$ cat config.mk
export PLATFORM = sky130hd
export DESIGN_NAME = branch_resolve_unit
export DESIGN_NICKNAME = d
export VERILOG_FILES = /design/src/rtl/branch_resolve_unit.sv
export SDC_FILE = /design/constraint.sdc
export NUM_CORES = 1
export LEC_CHECK = 0
export CAP_MARGIN = 0
export CORE_AREA = 5 5 272 274
export CTS_CLUSTER_DIAMETER = 60
export DETAILED_ROUTE_END_ITERATION = 10
export DIE_AREA = 0 0 277 279
export SLEW_MARGIN = 25
export SYNTH_ARGS = -nofsm -noshare
export SYNTH_HDL_FRONTEND = slang
export SYNTH_SLANG_ARGS = --single-unit
$ cat constraint.sdc
create_clock -name clk -period 6.1 [get_ports clk]
set_input_delay 1.83 -clock clk [delete_from_list [all_inputs] [get_ports clk]]
set_output_delay 1.83 -clock clk [all_outputs]
set_load 0.02 [all_outputs]
$ cat src/rtl/branch_resolve_unit.sv
// In-order queue of predicted branches awaiting resolution from execute.
// Each resolve produces a BHT counter update and, on a mispredict, a flush and redirect.
module branch_resolve_unit #(
   parameter int DEPTH = 4
) (
   input  logic        clk,
   input  logic        rst_n,
   input  logic        push_valid,
   output logic        push_ready,
   input  logic [31:0] push_pc,
   input  logic [31:0] push_target,
   input  logic [1:0]  push_state,
   input  logic [4:0]  push_idx,
   input  logic        res_valid,
   input  logic        res_taken,
   input  logic [31:0] res_target,
   output logic        upd_en,
   output logic [4:0]  upd_idx,
   output logic [1:0]  upd_state,
   output logic        flush,
   output logic [31:0] redirect_pc,
   output logic        empty,
   output logic        full,
   output logic [3:0]  count,
   output logic [15:0] br_cnt,
   output logic [15:0] mis_cnt,
   output logic        underflow
);
   localparam int            PW        = $clog2(DEPTH);
   localparam logic [PW-1:0] PTR_ONE   = 1;
   localparam logic [3:0]    CNT_DEPTH = 4'(DEPTH);

   typedef struct packed {
      logic [31:0] pc;
      logic [31:0] target;
      logic [1:0]  state;
      logic [4:0]  idx;
   } br_entry_t;

   br_entry_t   mem_q [DEPTH];
   br_entry_t   mem_d [DEPTH];
   logic [PW-1:0] wr_ptr_q, wr_ptr_d, rd_ptr_q, rd_ptr_d;
   logic [3:0]  count_q, count_d;
   logic        upd_en_q, upd_en_d;
   logic [4:0]  upd_idx_q, upd_idx_d;
   logic [1:0]  upd_state_q, upd_state_d;
   logic        flush_q, flush_d;
   logic [31:0] redirect_q, redirect_d;
   logic [15:0] br_cnt_q, br_cnt_d, mis_cnt_q, mis_cnt_d;
   logic        underflow_q, underflow_d;

   br_entry_t   head;
   logic        push_fire, res_fire, pred, mispred;
   logic [1:0]  new_state;

   assign empty      = (count_q == 4'd0);
   assign full       = (count_q == CNT_DEPTH);
   assign push_ready = !full;
   assign count      = count_q;

   always_comb begin
      mem_d       = mem_q;
      wr_ptr_d    = wr_ptr_q;
      rd_ptr_d    = rd_ptr_q;
      count_d     = count_q;
      upd_idx_d   = upd_idx_q;
      upd_state_d = upd_state_q;
      redirect_d  = redirect_q;
      br_cnt_d    = br_cnt_q;
      mis_cnt_d   = mis_cnt_q;

      head      = mem_q[rd_ptr_q];
      push_fire = push_valid && !full;
      res_fire  = res_valid && !empty;
      pred      = head.state[1];

      if (res_taken) new_state = (head.state == 2'b11) ? 2'b11 : head.state + 2'd1;
      else           new_state = (head.state == 2'b00) ? 2'b00 : head.state - 2'd1;

      mispred = res_fire && ((res_taken != pred) ||
                             (res_taken && pred && (res_target != head.target)));

      if (push_fire) begin
         mem_d[wr_ptr_q] = '{pc: push_pc, target: push_target, state: push_state, idx: push_idx};
         wr_ptr_d        = wr_ptr_q + PTR_ONE;
      end
      if (res_fire) rd_ptr_d = rd_ptr_q + PTR_ONE;
      count_d = count_q + {3'b000, push_fire} - {3'b000, res_fire};

      // A mispredict kills everything younger, including a same-cycle push.
      if (mispred) begin
         wr_ptr_d = '0;
         rd_ptr_d = '0;
         count_d  = 4'd0;
      end

      upd_en_d = res_fire;
      if (res_fire) begin
         upd_idx_d   = head.idx;
         upd_state_d = new_state;
         if (br_cnt_q != 16'hFFFF) br_cnt_d = br_cnt_q + 16'd1;
      end

      flush_d = mispred;
      if (mispred) begin
         redirect_d = res_taken ? res_target : head.pc + 32'd4;
         if (mis_cnt_q != 16'hFFFF) mis_cnt_d = mis_cnt_q + 16'd1;
      end

      underflow_d = res_valid && empty;
   end

   always_ff @(posedge clk or negedge rst_n) begin
      if (!rst_n) begin
         for (int i = 0; i < DEPTH; i++) mem_q[i] <= '0;
         wr_ptr_q    <= '0;
         rd_ptr_q    <= '0;
         count_q     <= 4'd0;
         upd_en_q    <= 1'b0;
         upd_idx_q   <= 5'd0;
         upd_state_q <= 2'd0;
         flush_q     <= 1'b0;
         redirect_q  <= 32'd0;
         br_cnt_q    <= 16'd0;
         mis_cnt_q   <= 16'd0;
         underflow_q <= 1'b0;
      end else begin
         mem_q       <= mem_d;
         wr_ptr_q    <= wr_ptr_d;
         rd_ptr_q    <= rd_ptr_d;
         count_q     <= count_d;
         upd_en_q    <= upd_en_d;
         upd_idx_q   <= upd_idx_d;
         upd_state_q <= upd_state_d;
         flush_q     <= flush_d;
         redirect_q  <= redirect_d;
         br_cnt_q    <= br_cnt_d;
         mis_cnt_q   <= mis_cnt_d;
         underflow_q <= underflow_d;
      end
   end

   assign upd_en      = upd_en_q;
   assign upd_idx     = upd_idx_q;
   assign upd_state   = upd_state_q;
   assign flush       = flush_q;
   assign redirect_pc = redirect_q;
   assign br_cnt      = br_cnt_q;
   assign mis_cnt     = mis_cnt_q;
   assign underflow   = underflow_q;
endmodule

==> metrics.md <==
| Metric | Value |
|---|---|
| Number of vias per cell | `roughly 4.5` |
| P_sw | `0.00376 W` |
| FF-to-FF End | `mis_cnt[1]$_DFFE_PN0P_` |
| Die H | `between 200 and 300 um` |
| Commonest cells after routing, fill and taps aside | `dfrtp_1, mux2_2, clkdlybuf4s50_1` |
| F_max | `approximately 220 MHz` |
| Skew final | `0.0179 ns` |
| CTS H-Tree Depth | `2` |
| Commonest non-fill, non-tap cell in the layout | `dfrtp_1` |
| Slew Limit Fails | `0` |
| Standard-cell rows | `a little under 100` |
| Hold Path Sink | `br_cnt[9]$_DFFE_PN0P_` |
| Avg Cell Area, Syn | `14.4 um^2` |
| Comb power frac | `0.410` |
| First-pass GRT wire length | `roughly 72000 um` |
| Synthesized area | `between 15000 and 20000 um^2` |
| Vias in the first global route | `between 10000 and 15000` |
| Routed Wire Length | `roughly 48000 um` |
| Max FO, Critical Path | `between 50 and 60` |
| Fin crit period | `around 4.4 ns` |
| Tot GR Track Use | `0.121` |
| Warnings, synthesis | `0` |
| Post-placement cell area | `19900 um^2` |
| Reg2Reg Depth | `9` |
| Tcrit/Tclk final | `0.729` |
| Sequential share of power | `0.379` |
| Pre-Repair DR Iteration Count | `5` |
| Post-Synth Adder-Cell Area | `0.0121` |
| Worst Hold Depth | `1` |
| Sw Ratio | `0.335` |
| MaxCap Viol Count | `0` |
| Mapped Nets | `between 1000 and 1500` |
| Port bufs | `188` |
| Mapped Cells | `between 1000 and 1500` |
| Worst setup path start | `res_target[22]` |
| Multi-input gate area | `around 7400 um^2` |
| Critical path required time | `around 6.5 ns` |
| Critical Path Source Type | `input pin` |
| Post-CTS Resized | `0` |
| Clock tree from TritonCTS | `built` |
| Fin nets | `~1500` |
| Post-DP HPWL | `between 30000 and 40000 um` |
| Clk pwr share | `0.212` |
| Outcome | `finished clean` |
| TritonCTS Buffers | `39` |
| Largest family of logic cells by synthesized area | `multiplexers` |
| Compound-gate portion of the synthesized area | `0.0162` |
| Setup-failing EPs final | `0` |
| Share of synthesized flip-flops with an asynchronous set or reset | `1.00` |
| EDFF count, synth | `0` |
| Placer Congestion | `between 0.7 and 0.8` |
| Bufs on Longest Clock Path | `3` |
| Min-delay src | `br_cnt[9]$_DFFE_PN0P_` |
| Unrepaired setup endpoints after global routing | `false` |
| Die ar. | `between 70000 and 80000 um^2` |
| Clk_lat worst skew | `around 0.54 ns` |
| CORE AREA | `71100 um^2` |
| Synth Area in Simple Gates | `0.0542` |
| WL per Instance | `~21 um` |
| Least-Margin Pin Slew | `approximately 0.94 ns` |
| Share of cells above drive strength 1 | `0.329` |
| DR vias | `10500` |
| XOR/XNOR Fraction of Synth Area | `0.0470` |
| Final hold violations | `0` |
| Die width | `277 um` |
| Setup CP Type | `input pin to register` |
| Reg area | `between 9000 and 10000 um^2` |
| Slew Limit Headroom | `0.372` |
| Largest net degree at the start of global routing | `roughly 120` |
| # fillers | `7120` |
| Final instance area | `21200 um^2` |
| Initial Utilization | `0.238` |
| Post-CTS Hold Buffers | `0` |
| Setup slack after layout | `approximately 1.7 ns` |
| Static leakage | `about 8.5 nW` |
| Synthesis-stage register bit count | `~370` |
| Initial antenna violation count | `11` |
| Pwr Total | `0.0112 W` |
| I/O pins | `between 150 and 200` |
| Multiplexer share of the synthesized area | `0.307` |
| VDD IR max | `0.000245 V` |
| Root buffer selected by CTS | `clkbuf_16` |
| Clock sinks | `~370` |
| Setup tns final | `0 ns` |
| CP arrival | `4.87 ns` |
| Flop2flop setup slack | `about 1.7 ns` |
| Int Power | `between 0.007 and 0.008 W` |
| RR Startpoint | `rd_ptr_q[0]$_DFFE_PN0P_` |
| GRT Residual Overflow | `0` |
| Dpl ws | `around 1.2 ns` |
| Count of cell types in the netlist | `44` |
| Reg clk slew, reported paths | `approximately 0.060 ns` |
| P&R area growth vs syn | `25.0%` |
| Post-route DRC | `0` |
| 1st-iter DRT viols | `between 600 and 700` |
| Seq/Total Area, Yosys | `0.541` |
| Worst Setup End Kind | `register` |
| Post-route ant nets | `0` |
| P per Cell Area | `530 nW/um^2` |
| Tightest Hold Check Type | `register to register` |
| Synth Flop Type | `dfrtp_1` |
| Post-CTS setup repair buffer count | `0` |
[worst max-delay path by stage]
stage | to | cells after the start
global placement | mis_cnt[1]$_DFFE_PN0P_ | 8
detailed placement | mis_cnt[1]$_DFFE_PN0P_ | 8
CTS | mis_cnt[1]$_DFFE_PN0P_ | 9
global route | mis_cnt[1]$_DFFE_PN0P_ | 9
floorplan | count[2]$_DFF_PN0_ | 9
finish | mis_cnt[1]$_DFFE_PN0P_ | 8
[per-stage QoR]
| stage | std cells | hold slack [ns] | utilization |
|---|---|---|---|
| global route | 2339 | 0.504 | 0.298 |
| finish | 2339 | 0.489 | 0.298 |
| CTS | 2337 | 0.490 | 0.297 |
| floorplan | 1177 | 0.470 | - |
| global placement | 2268 | 0.459 | 0.280 |
| detailed placement | 2268 | 0.475 | 0.280 |
[worst max-delay path, cell delays in order]
cell,delay (ns)
clkdlybuf4s50_1,0.47
xnor2_1,0.69
nand4_1,0.24
nor4_2,0.37
a21boi_1,0.15
o21a_4,0.44
and2_1,0.31
mux2_4,0.30
[kinds of logic (layout without fill, tap and decap cells)]
family                     count (synthesis)  after routing
xor gates and xnor gates                  91             91
other                                      0              1
muxes                                    386            386
buffers and inverters                     79            290
AOI/OAI and AO/OA                         49             49
adders and majority gates                 16             16
and+or+nand+nor                          190            190
DFF                                      366            366
[Yosys cell counts (8+ instances only)]
library cell,instances,area share
mux2_1,13,0.0086
mux2_2,285,0.19
buf_1,13,0.0029
dfrtp_1,366,0.54
nand3_1,17,0.0050
nand4_1,26,0.0096
buf_6,9,0.0060
xor2_1,18,0.0093
mux4_2,70,0.093
o21ai_0,32,0.0095
xnor2_1,73,0.038
inv_1,16,0.0035
mux2_4,16,0.014
buf_2,8,0.0024
ha_1,14,0.010
clkbuf_1,30,0.0066
and3_1,11,0.0041
nand2_1,83,0.018
nor2_1,28,0.0062
[sequential cells by signal (all words and copies together), names as in the netlist]
name,cells
br_cnt,16
count,4
flush,1
mem_q,284
mis_cnt,16
rd_ptr_q,2
redirect_pc,32
underflow,1
upd_en,1
upd_idx,5
upd_state,2
wr_ptr_q,2
[area by class of cell]
type	instances	area share
clock buffers	61	0.0553
flip-flops and latches	366	0.433
repair buffers	204	0.0972
diodes	1	0.000118
clock inverters	8	0.00455
inverters	17	0.00301
multi-input cells	732	0.351
well taps	950	0.0561
[power groups by stage]
stage	Sequential [W]	Clock, W	Combinational, W
final	0.00425	0.00238	0.00460
after global routing	0.00440	0.00254	0.00493
after CTS	0.00426	0.00244	0.00465
after detailed placement	0.00430	0	0.00464
after global placement	0.00422	0	0.00456
after floorplan	0.00426	0	0.00305
[layer usage]
layer  up-vias  share of wire  global-route usage
li1       4623              -                   -
met1      5489           0.46               0.169
met2       258           0.46               0.191
met3        70          0.070              0.0358
met4        12          0.016              0.0205
met5         -         0.0017                   0
Note: power is estimated with default switching activity, not from simulation.
